[src/rtl/jts16_pkg.sv]
// Shared definitions for the System 16 ROM request blocks: request FSM states
// and default SDRAM geometry for the char ROM slot.
`timescale 1ns/1ps
package jts16_pkg;

  typedef enum logic [1:0] {
    ST_IDLE = 2'd0,
    ST_REQ  = 2'd1,
    ST_WAIT = 2'd2
  } romrq_state_t;

  localparam int SDRAM_AW_DEF = 22;

  // Char ROM sits at the bottom of its SDRAM bank.
  localparam logic [SDRAM_AW_DEF-1:0] CHAR_OFFSET = 22'h0;

endpackage

[src/rtl/jts16_romrq_cache.sv]
// One-entry tagged ROM cache: valid/tag/data registers and the hit compare.
// Flush wins over fill, so a download can never leave a stale entry valid.
`timescale 1ns/1ps
module jts16_romrq_cache #(
  parameter int AW = 14,
  parameter int DW = 16
) (
  input  logic          clk,
  input  logic          rst,
  input  logic          i_flush,
  input  logic          i_fill,
  input  logic [AW-1:0] i_fill_tag,
  input  logic [DW-1:0] i_fill_data,
  input  logic [AW-1:0] i_addr,
  output logic [DW-1:0] o_data,
  output logic          o_hit
);

  logic          r_valid;
  logic [AW-1:0] r_tag;
  logic [DW-1:0] r_data;

  always_ff @(posedge clk or posedge rst) begin
    if (rst) begin
      r_valid <= 1'b0;
      r_tag   <= '0;
      r_data  <= '0;
    end else if (i_flush) begin
      r_valid <= 1'b0;
    end else if (i_fill) begin
      r_valid <= 1'b1;
      r_tag   <= i_fill_tag;
      r_data  <= i_fill_data;
    end
  end

  assign o_data = r_data;
  assign o_hit  = r_valid && (r_tag == i_addr);

endmodule

[src/rtl/jts16_char_romrq.sv]
// Char-layer tile ROM responder: one-entry cache in front of a req/ack/rdy
// SDRAM read port. SDRAM handshake: req is held high until a one-cycle ack;
// rdy is a one-cycle pulse qualifying din and is only honoured after ack.
`timescale 1ns/1ps
module jts16_char_romrq
  import jts16_pkg::*;
#(
  parameter int                  AW       = 14,
  parameter int                  DW       = 16,
  parameter int                  SDRAM_AW = SDRAM_AW_DEF,
  parameter logic [SDRAM_AW-1:0] OFFSET   = CHAR_OFFSET,
  parameter int                  TIMEOUT  = 63
) (
  input  logic                clk,
  input  logic                rst,
  input  logic                downloading,
  input  logic [AW-1:0]       char_addr,
  output logic [DW-1:0]       char_data,
  output logic                char_ok,
  output logic [SDRAM_AW-1:0] sdram_addr,
  output logic                sdram_req,
  input  logic                sdram_ack,
  input  logic                sdram_rdy,
  input  logic [DW-1:0]       sdram_din,
  output logic [1:0]          o_dbg_state
);

  localparam int TW = $clog2(TIMEOUT + 1);

  romrq_state_t        r_state, w_state_nxt;
  logic                r_req, w_req_nxt;
  logic [AW-1:0]       r_req_addr, w_req_addr_nxt;
  logic [SDRAM_AW-1:0] r_sdram_addr, w_sdram_addr_nxt;
  logic [TW-1:0]       r_timer, w_timer_nxt;
  logic                w_fill;
  logic                w_hit;
  logic [SDRAM_AW-1:0] w_char_sdram;

  jts16_romrq_cache #(
    .AW (AW),
    .DW (DW)
  ) u_cache (
    .clk         (clk),
    .rst         (rst),
    .i_flush     (downloading),
    .i_fill      (w_fill),
    .i_fill_tag  (r_req_addr),
    .i_fill_data (sdram_din),
    .i_addr      (char_addr),
    .o_data      (char_data),
    .o_hit       (w_hit)
  );

  assign char_ok      = w_hit && !downloading;
  assign w_char_sdram = OFFSET + {{(SDRAM_AW-AW){1'b0}}, char_addr};

  always_comb begin
    w_state_nxt      = r_state;
    w_req_nxt        = r_req;
    w_req_addr_nxt   = r_req_addr;
    w_sdram_addr_nxt = r_sdram_addr;
    w_timer_nxt      = r_timer;
    w_fill           = 1'b0;
    if (downloading) begin
      w_state_nxt = ST_IDLE;
      w_req_nxt   = 1'b0;
    end else begin
      case (r_state)
        ST_IDLE: begin
          if (!char_ok) begin
            w_req_addr_nxt   = char_addr;
            w_sdram_addr_nxt = w_char_sdram;
            w_req_nxt        = 1'b1;
            w_state_nxt      = ST_REQ;
          end
        end
        ST_REQ: begin
          // Ack freezes the address the controller has just latched.
          if (sdram_ack) begin
            w_req_nxt   = 1'b0;
            w_timer_nxt = '0;
            if (sdram_rdy) begin
              w_fill      = 1'b1;
              w_state_nxt = ST_IDLE;
            end else begin
              w_state_nxt = ST_WAIT;
            end
          end else if (char_addr != r_req_addr) begin
            w_req_addr_nxt   = char_addr;
            w_sdram_addr_nxt = w_char_sdram;
          end
        end
        ST_WAIT: begin
          w_timer_nxt = r_timer + 1'b1;
          if (sdram_rdy) begin
            w_fill      = 1'b1;
            w_state_nxt = ST_IDLE;
          end else if (r_timer == TW'(TIMEOUT - 1)) begin
            w_state_nxt = ST_IDLE;
          end
        end
        default: w_state_nxt = ST_IDLE;
      endcase
    end
  end

  always_ff @(posedge clk or posedge rst) begin
    if (rst) begin
      r_state      <= ST_IDLE;
      r_req        <= 1'b0;
      r_req_addr   <= '0;
      r_sdram_addr <= '0;
      r_timer      <= '0;
    end else begin
      r_state      <= w_state_nxt;
      r_req        <= w_req_nxt;
      r_req_addr   <= w_req_addr_nxt;
      r_sdram_addr <= w_sdram_addr_nxt;
      r_timer      <= w_timer_nxt;
    end
  end

  assign sdram_req   = r_req;
  assign sdram_addr  = r_sdram_addr;
  assign o_dbg_state = r_state;

endmodule

[config.mk]
export PLATFORM = sky130hd
export DESIGN_NAME = jts16_char_romrq
export DESIGN_NICKNAME = d
export VERILOG_FILES = /design/src/rtl/jts16_pkg.sv /design/src/rtl/jts16_romrq_cache.sv /design/src/rtl/jts16_char_romrq.sv
export SDC_FILE = /design/constraint.sdc
export NUM_CORES = 1
export LEC_CHECK = 0
export ABC_CLOCK_PERIOD_IN_PS = 2600
export BUFFER_PORTS_ARGS = -buffer_cell sky130_fd_sc_hd__buf_4
export CORE_MARGIN = 2
export CORE_UTILIZATION = 40
export DETAILED_ROUTE_END_ITERATION = 12
export HOLD_SLACK_MARGIN = 0.12
export PLACE_DENSITY_LB_ADDON = 0.25
export SYNTH_ARGS = -nofsm -noshare
export SYNTH_HDL_FRONTEND = slang
export SYNTH_HIERARCHICAL = 1
export SYNTH_SLANG_ARGS = --single-unit
[constraint.sdc]
create_clock -name clk -period 2.6 [get_ports clk]
set_input_delay 0.39 -clock clk [delete_from_list [all_inputs] [get_ports clk]]
set_output_delay 0.39 -clock clk [all_outputs]
set_load 0.01 [all_outputs]
## After elaboration in Yosys (flattened, before gate mapping)

Cells that the tools add are included.

| storage, ports and cells | value |
|---|---|
| memory bits (read-only) | 0 |
| bits of input ports | 35 |
| output and inout bits | 42 |
| bits in latches | 0 |
| bits in writable memories | 0 |
| memories kept | 0 |
| register bits | 76 |
| logic and storage cells | 62 |

| cells by class | value |
|---|---|
| div/mod/pow operators | 0 |
| bitwise logic cells | 1 |
| $lt $le $gt $ge | 0 |
| add/subtract/negate cells | 1 |
| shifts and indexed selects | 0 |
| multipliers | 0 |
| reduce and logical (&&, ||, !) cells | 13 |
| equal/unequal tests | 12 |
| multiplexer cells | 27 |

Operator list:

| kind | count |
|---|---|
| $mux W22 | 3 |
| $pmux W22 S2 | 1 |
| $mux W14 | 3 |
| $pmux W14 S2 | 1 |
| $eq A14 B14 Y1 | 1 |
| $ne A14 B14 Y1 | 1 |
| $mux W2 | 6 |
| $pmux W6 S2 | 1 |
| $reduce_and A3 Y1 | 3 |
| $mux W1 | 8 |
| $ne A2 B2 Y1 const B | 4 |
| $add A6 B1 Y6 const B | 1 |
| $eq A6 B6 Y1 const B | 1 |
| $mux W6 | 1 |
| $ne A3 B3 Y1 const B | 2 |
| $pmux W2 S3 | 1 |
| $reduce_bool A2 Y1 | 3 |
| $reduce_and A5 Y1 | 1 |
| $ne A4 B4 Y1 const B | 1 |
| $pmux W1 S2 | 2 |
| $reduce_bool A3 Y1 | 1 |
| $eq A2 B1 Y1 const B | 1 |
| $eq A2 B2 Y1 const B | 1 |
| $logic_and A1 B1 Y1 | 2 |
| 4 further kinds | 4 |

## Longest topological paths before layout

| logic depth | value |
|---|---|
| word-level depth | 6 |
| gate-level depth with buffers | 9 |
| mapped depth without buffers | 8 |

## By module

Netlist, hierarchy kept.

By module, submodules not included:

| module | times used | area an instance (sq um) | cells each | sequential area each (sq um) |
|---|---|---|---|---|
| jts16_char_romrq | 1 | 1,380.1 | 125 | 575.6 |
| jts16_romrq_cache | 1 | 1,362.6 | 87 | 775.7 |

## Worst setup path before layout

OpenSTA, ideal clock, no wires.

| timing path | value |
|---|---|
| kind | input -> register |
| from | input port char_addr[13] |
| to | register r_sdram_addr[0] (netlist: sdram_addr[0]) |
| stages on the path | 9 |
| setup time | 0.125 ns |
| buffers on the path | 2 |
| required time | 2.475 ns |
| setup slack | 0.538 ns |
| arrival | 1.937 ns |
| cells stage by stage | xnor2_1 nand4_1 nor4_1 and2_1 nor2_1 nor4bb_1 buf_4 buf_12 mux2_4 |

| on the way | value |
|---|---|
| cells in the longest elaborated chain, start to end | 5 |
| elaborated cells between the ends (all ways) | 7 |
| those cells by class | eq/ne (4); reduce/logical (3) |

Ends and longest elaborated chain:

| item | RTL line | text |
|---|---|---|
| from (decl) | jts16_char_romrq.sv:17 | `input logic [AW-1:0] char_addr,` |
| $eq A14 B14 Y1 | jts16_romrq_cache.sv:38 | `assign o_hit = r_valid && (r_tag == i_addr);` |
| $logic_and A1 B1 Y1 | jts16_romrq_cache.sv:38 |  |
| via w_hit | jts16_char_romrq.sv:36 | `logic w_hit;` |
| $logic_and A1 B1 Y1 | jts16_char_romrq.sv:54 | `assign char_ok = w_hit && !downloading;` |
| $ne A2 B2 Y1 (no line) | n/a |  |
| $reduce_and A5 Y1 (no line) | n/a |  |
| to (signal assigned) | jts16_char_romrq.sv:118 | `r_sdram_addr <= w_sdram_addr_nxt;` |
| to (decl) | jts16_char_romrq.sv:33 | `logic [SDRAM_AW-1:0] r_sdram_addr, w_sdram_addr_nxt;` |

The timed path passes the listed nets, and every way through them passes these cells.
A chain may end at the register's enable or synchronous reset.

## Worst setup path after layout

| timing path | value |
|---|---|
| from | register u_cache.r_tag[0] |
| to | register r_sdram_addr[7] (netlist: sdram_addr[7]) |

| on the way | value |
|---|---|
| cells in the longest elaborated chain, start to end | 5 |

Ends and longest elaborated chain:

| item | RTL line | text |
|---|---|---|
| from (decl) | jts16_romrq_cache.sv:20 | `logic [AW-1:0] r_tag;` |
| from (signal assigned) | jts16_romrq_cache.sv:32 | `r_tag <= i_fill_tag;` |
| $eq A14 B14 Y1 | jts16_romrq_cache.sv:38 |  |
| $logic_and A1 B1 Y1 | jts16_romrq_cache.sv:38 |  |
| via w_hit | jts16_char_romrq.sv:36 |  |
| $logic_and A1 B1 Y1 | jts16_char_romrq.sv:54 |  |
| $ne A2 B2 Y1 (no line) | n/a |  |
| $reduce_and A5 Y1 (no line) | n/a |  |

The timed path passes the listed nets, and every way through them passes these cells.

==> implementation parameters <==
Parameter                              Value

Run status
  Status ... complete, no violations

CTS
  Clock root buffer ... sky130_fd_sc_hd__clkbuf_8
  Gates resized, CTS repair ... 0
  Maximum count of clock buffers along a single path ... 2
  Clock latency on the worst-skew pair ... a little over 0.3 ns
  Hold-fix buffers at CTS ... 0
  Clock sink count ... 54
  CTS tree ... done
  # Post-CTS Setup Buffers ... 0
  Clock slew at reported path FFs ... 0.10 ns
  TritonCTS buffer count ... 5
  H-Tree Level Count ... 2

STA
  Setup Viol. Count Final ... 0
  Part of the cycle the worst path needs ... 0.8909
  Remaining max-slew budget at the tightest pin ... 0.3457
  Worst clock skew ... between 0.005 and 0.006 ns
  Achievable frequency ... around 430 MHz
  Number of max-slew violations in the final report ... 0
  Summed negative setup slack over all endpoints ... 0 ns
  Final Hold Fails ... 0
  Crit path time final ... 2.316 ns
  Setup repair after global routing missed its margin ... false
  Slew @ Worst Pin ... 0.9804 ns

Job
  Max-capacitance violation count ... 0

Synth
  Synth top area share ... 0.4927
  Top cells by area, synth ... sky130_fd_sc_hd__dfrtp_1 (49%), sky130_fd_sc_hd__mux2_4 (11%), sky130_fd_sc_hd__mux2_2 (9.9%)
  Netlist area before placement ... ~2700 um^2
  EDFF count, synth ... 0
  Most frequently used flop master after synthesis ... sky130_fd_sc_hd__dfrtp_1
  Cell types with the highest counts after synthesis ... sky130_fd_sc_hd__dfrtp_1 (54), sky130_fd_sc_hd__xnor2_1 (28), sky130_fd_sc_hd__mux2_2 (24)
  Library cell occupying the most area in the post-synthesis netlist ... sky130_fd_sc_hd__dfrtp_1
  Yosys warns ... 6
  Sequential-to-total area share from yosys stat ... 0.4927
  Gate count after technology mapping ... between 200 and 250
  Most common cell in the netlist ... sky130_fd_sc_hd__dfrtp_1
  FF+latch count, synth ... between 50 and 60
  Post-synthesis async set-or-reset flop share ... 1.000
  Avg Cell Area, Syn ... ~13 um^2
  Cell variety after synth ... 32

Route
  Via density per instance ... roughly 5
  Final wirelength ... about 5.6 mm
  Remaining routing DRC violations ... 0
  Detailed router's first-iteration violation count ... 52
  Post-detailed-route count of antenna-violating nets ... 0
  Pre-antenna DRT Iters ... 4
  Avg WL per Cell ... between 15 and 20 um
  Number of vias after detailed routing ... 1801

Layout
  Area growth from synthesis to layout ... 25.68%
  Final design utilization ... 0.5130
  Count of filler cells inserted in the layout ... 609
  Share of cells above drive strength 1 ... 0.4583
  Ant. Diodes ... 0
  Layout Nets ... approximately 330

Die
  Total die area ... between 7000 and 8000 um^2
  Die Y-Extent ... between 80 and 90 um
  Starting Density ... 0.4082
  Horizontal die dimension ... 86.81 um
  I/O Pins ... 77
  Area inside the core boundary ... between 6000 and 7000 um^2
  Std cell rows ... 30

Setup path
  Cells along the critical path ... xnor2_1 -> nand4_1 -> nor4_1 -> and2_1 -> nor2_1 -> nor4bb_4 -> buf_4 -> mux2_4
  Worst reg-to-reg setup slack ... around 0.28 ns
  Master of the slowest instance on the critical path ... sky130_fd_sc_hd__nor4_1
  Count of buffering cells on the critical path with inverters included ... 1
  Startpoint kind of the worst setup timing path ... flip-flop
  Worst reg2reg path endpoint ... sdram_addr[7]
  Highest cell delay on the worst timing path ... roughly 0.44 ns
  Critical path's top delay family ... simple AND/OR/NAND/NOR gates
  Worst setup EP type ... flip-flop
  Crit-path max FO ... 10
  Length in cells of the worst reg-to-reg path ... 8
  Req. time, crit path ... 2.80 ns
  Arrival time of data at the critical path endpoint ... between 2 and 3 ns
  Startpoint of the worst register-to-register path ... u_cache/r_tag[0]
  Crit Path Class ... flip-flop to flip-flop

Placed design
  Count of buffers inserted at the top-level ports ... between 60 and 70
  Weighted congestion at the end of routability-driven global placement ... around 0.8
  Half-perimeter wire length after detailed placement ... 4.115 mm

GRT
  Maximum number of pins on one net before global-route repair ... 24
  Via count of the first global-routing pass ... about 1800
  First-pass GRT wire length ... about 9.0 mm
  Remaining Overflow, GRT ... 0
  Number of antenna violations at the first check in global routing ... 0
  Tot GR Track Use ... 0.1537

Worst hold path
  Hold Path Class ... input port to asynchronous set/reset pin

Power and ir drop
  Leakage ... 1.637 nW
  Power density cells ... just under 700 nW/um^2
  Design Power ... approximately 2.3 mW
  Maximum vdd ir drop ... approximately 0.32 mV
==> sequential cells by signal, summed over array words and instances, names as in the netlist <==
name,count
o_dbg_state,2
r_timer,6
sdram_addr,14
sdram_req,1
u_cache/o_data,16
u_cache/r_tag,14
u_cache/r_valid,1
==> how the worst max path moves through the flow <==
stage | slack [ns] | depth (start not counted) | from | endpoint
after floorplan | 0.54 | 9 | char_addr[13] | sdram_addr[0]
after global placement | 0.26 | 9 | char_addr[0] | sdram_addr[5]
after detailed placement | 0.20 | 9 | char_addr[13] | sdram_addr[7]
after CTS | 0.31 | 8 | u_cache/r_tag[0] | sdram_addr[7]
after global routing | 0.13 | 8 | u_cache/r_tag[0] | sdram_addr[2]
final | 0.28 | 8 | u_cache/r_tag[0] | sdram_addr[7]
==> cells in the final DEF (no fill, tap or decap), types with 2 or more instances in the layout <==
master	netlist	layout
sky130_fd_sc_hd__mux2_4	20	20
sky130_fd_sc_hd__nor3_1	3	3
sky130_fd_sc_hd__buf_4	9	75
sky130_fd_sc_hd__nand2_1	10	10
sky130_fd_sc_hd__ha_1	5	5
sky130_fd_sc_hd__mux2_2	24	24
sky130_fd_sc_hd__a21oi_1	4	4
sky130_fd_sc_hd__mux2i_1	2	2
sky130_fd_sc_hd__a22o_1	4	4
sky130_fd_sc_hd__and3_1	2	2
sky130_fd_sc_hd__nand3_1	5	5
sky130_fd_sc_hd__xnor2_1	28	28
sky130_fd_sc_hd__nand4_1	7	7
sky130_fd_sc_hd__inv_1	7	7
sky130_fd_sc_hd__nor2_1	5	5
sky130_fd_sc_hd__clkinv_2	0	2
sky130_fd_sc_hd__dfrtp_1	54	54
sky130_fd_sc_hd__conb_1	1	8
sky130_fd_sc_hd__clkbuf_8	0	5
sky130_fd_sc_hd__o21ai_0	5	5
==> per-stage QoR <==
step,setup slack [ns],area [um^2],cells,hold slack [ns]
floorplan,0.5378,2769,219,0.3919
global placement,0.2614,3338,360,0.4917
detailed placement,0.2039,3338,360,0.4956
CTS,0.3089,3447,368,0.2013
global route,0.1327,3447,368,0.2095
finish,0.2838,3447,368,0.1780
==> cell type report <==
type | count | area, um^2 | area share
Clock buffer | 5 | 68.82 | 0.01996
Clock inverter | 3 | 40.04 | 0.01162
Inverter | 7 | 26.28 | 0.007622
Multi-Input combinational cell | 143 | 1277 | 0.3706
Sequential cell | 54 | 1351 | 0.3920
Tap cell | 80 | 100.1 | 0.02904
Timing Repair Buffer | 76 | 583.1 | 0.1691
==> power breakdown <==
part	internal [mW]	total [mW]	switching (mW)
Combinational	0.392	0.638	0.246
Clock	0.284	0.570	0.286
Sequential	0.991	1.11	0.119
==> cells by family (layout without fill, tap and decap cells) <==
| logic type | count (synthesis) | in the layout | synth area share |
|---|---|---|---|
| xor gates and xnor gates | 28 | 28 | 0.08942 |
| DFF | 54 | 54 | 0.4927 |
| other | 1 | 8 | 0.001367 |
| buffers and inverters | 22 | 91 | 0.05657 |
| adders and majority gates | 5 | 5 | 0.02281 |
| and+or+nand+nor | 39 | 39 | 0.08029 |
| AOI/OAI and AO/OA | 17 | 17 | 0.04151 |
| muxes | 46 | 46 | 0.2153 |
==> metal layers <==
metal	global-route usage	vias to the layer above	part of all wire	routed length, um
met3	0.03238	6	0.037	208
met4	0.04261	0	0.011	63
li1	-	865	-	-
met1	0.2143	890	0.46	2556
met5	0	-	0	0
met2	0.2429	40	0.49	2741
Power figures use the tool's default switching activity.
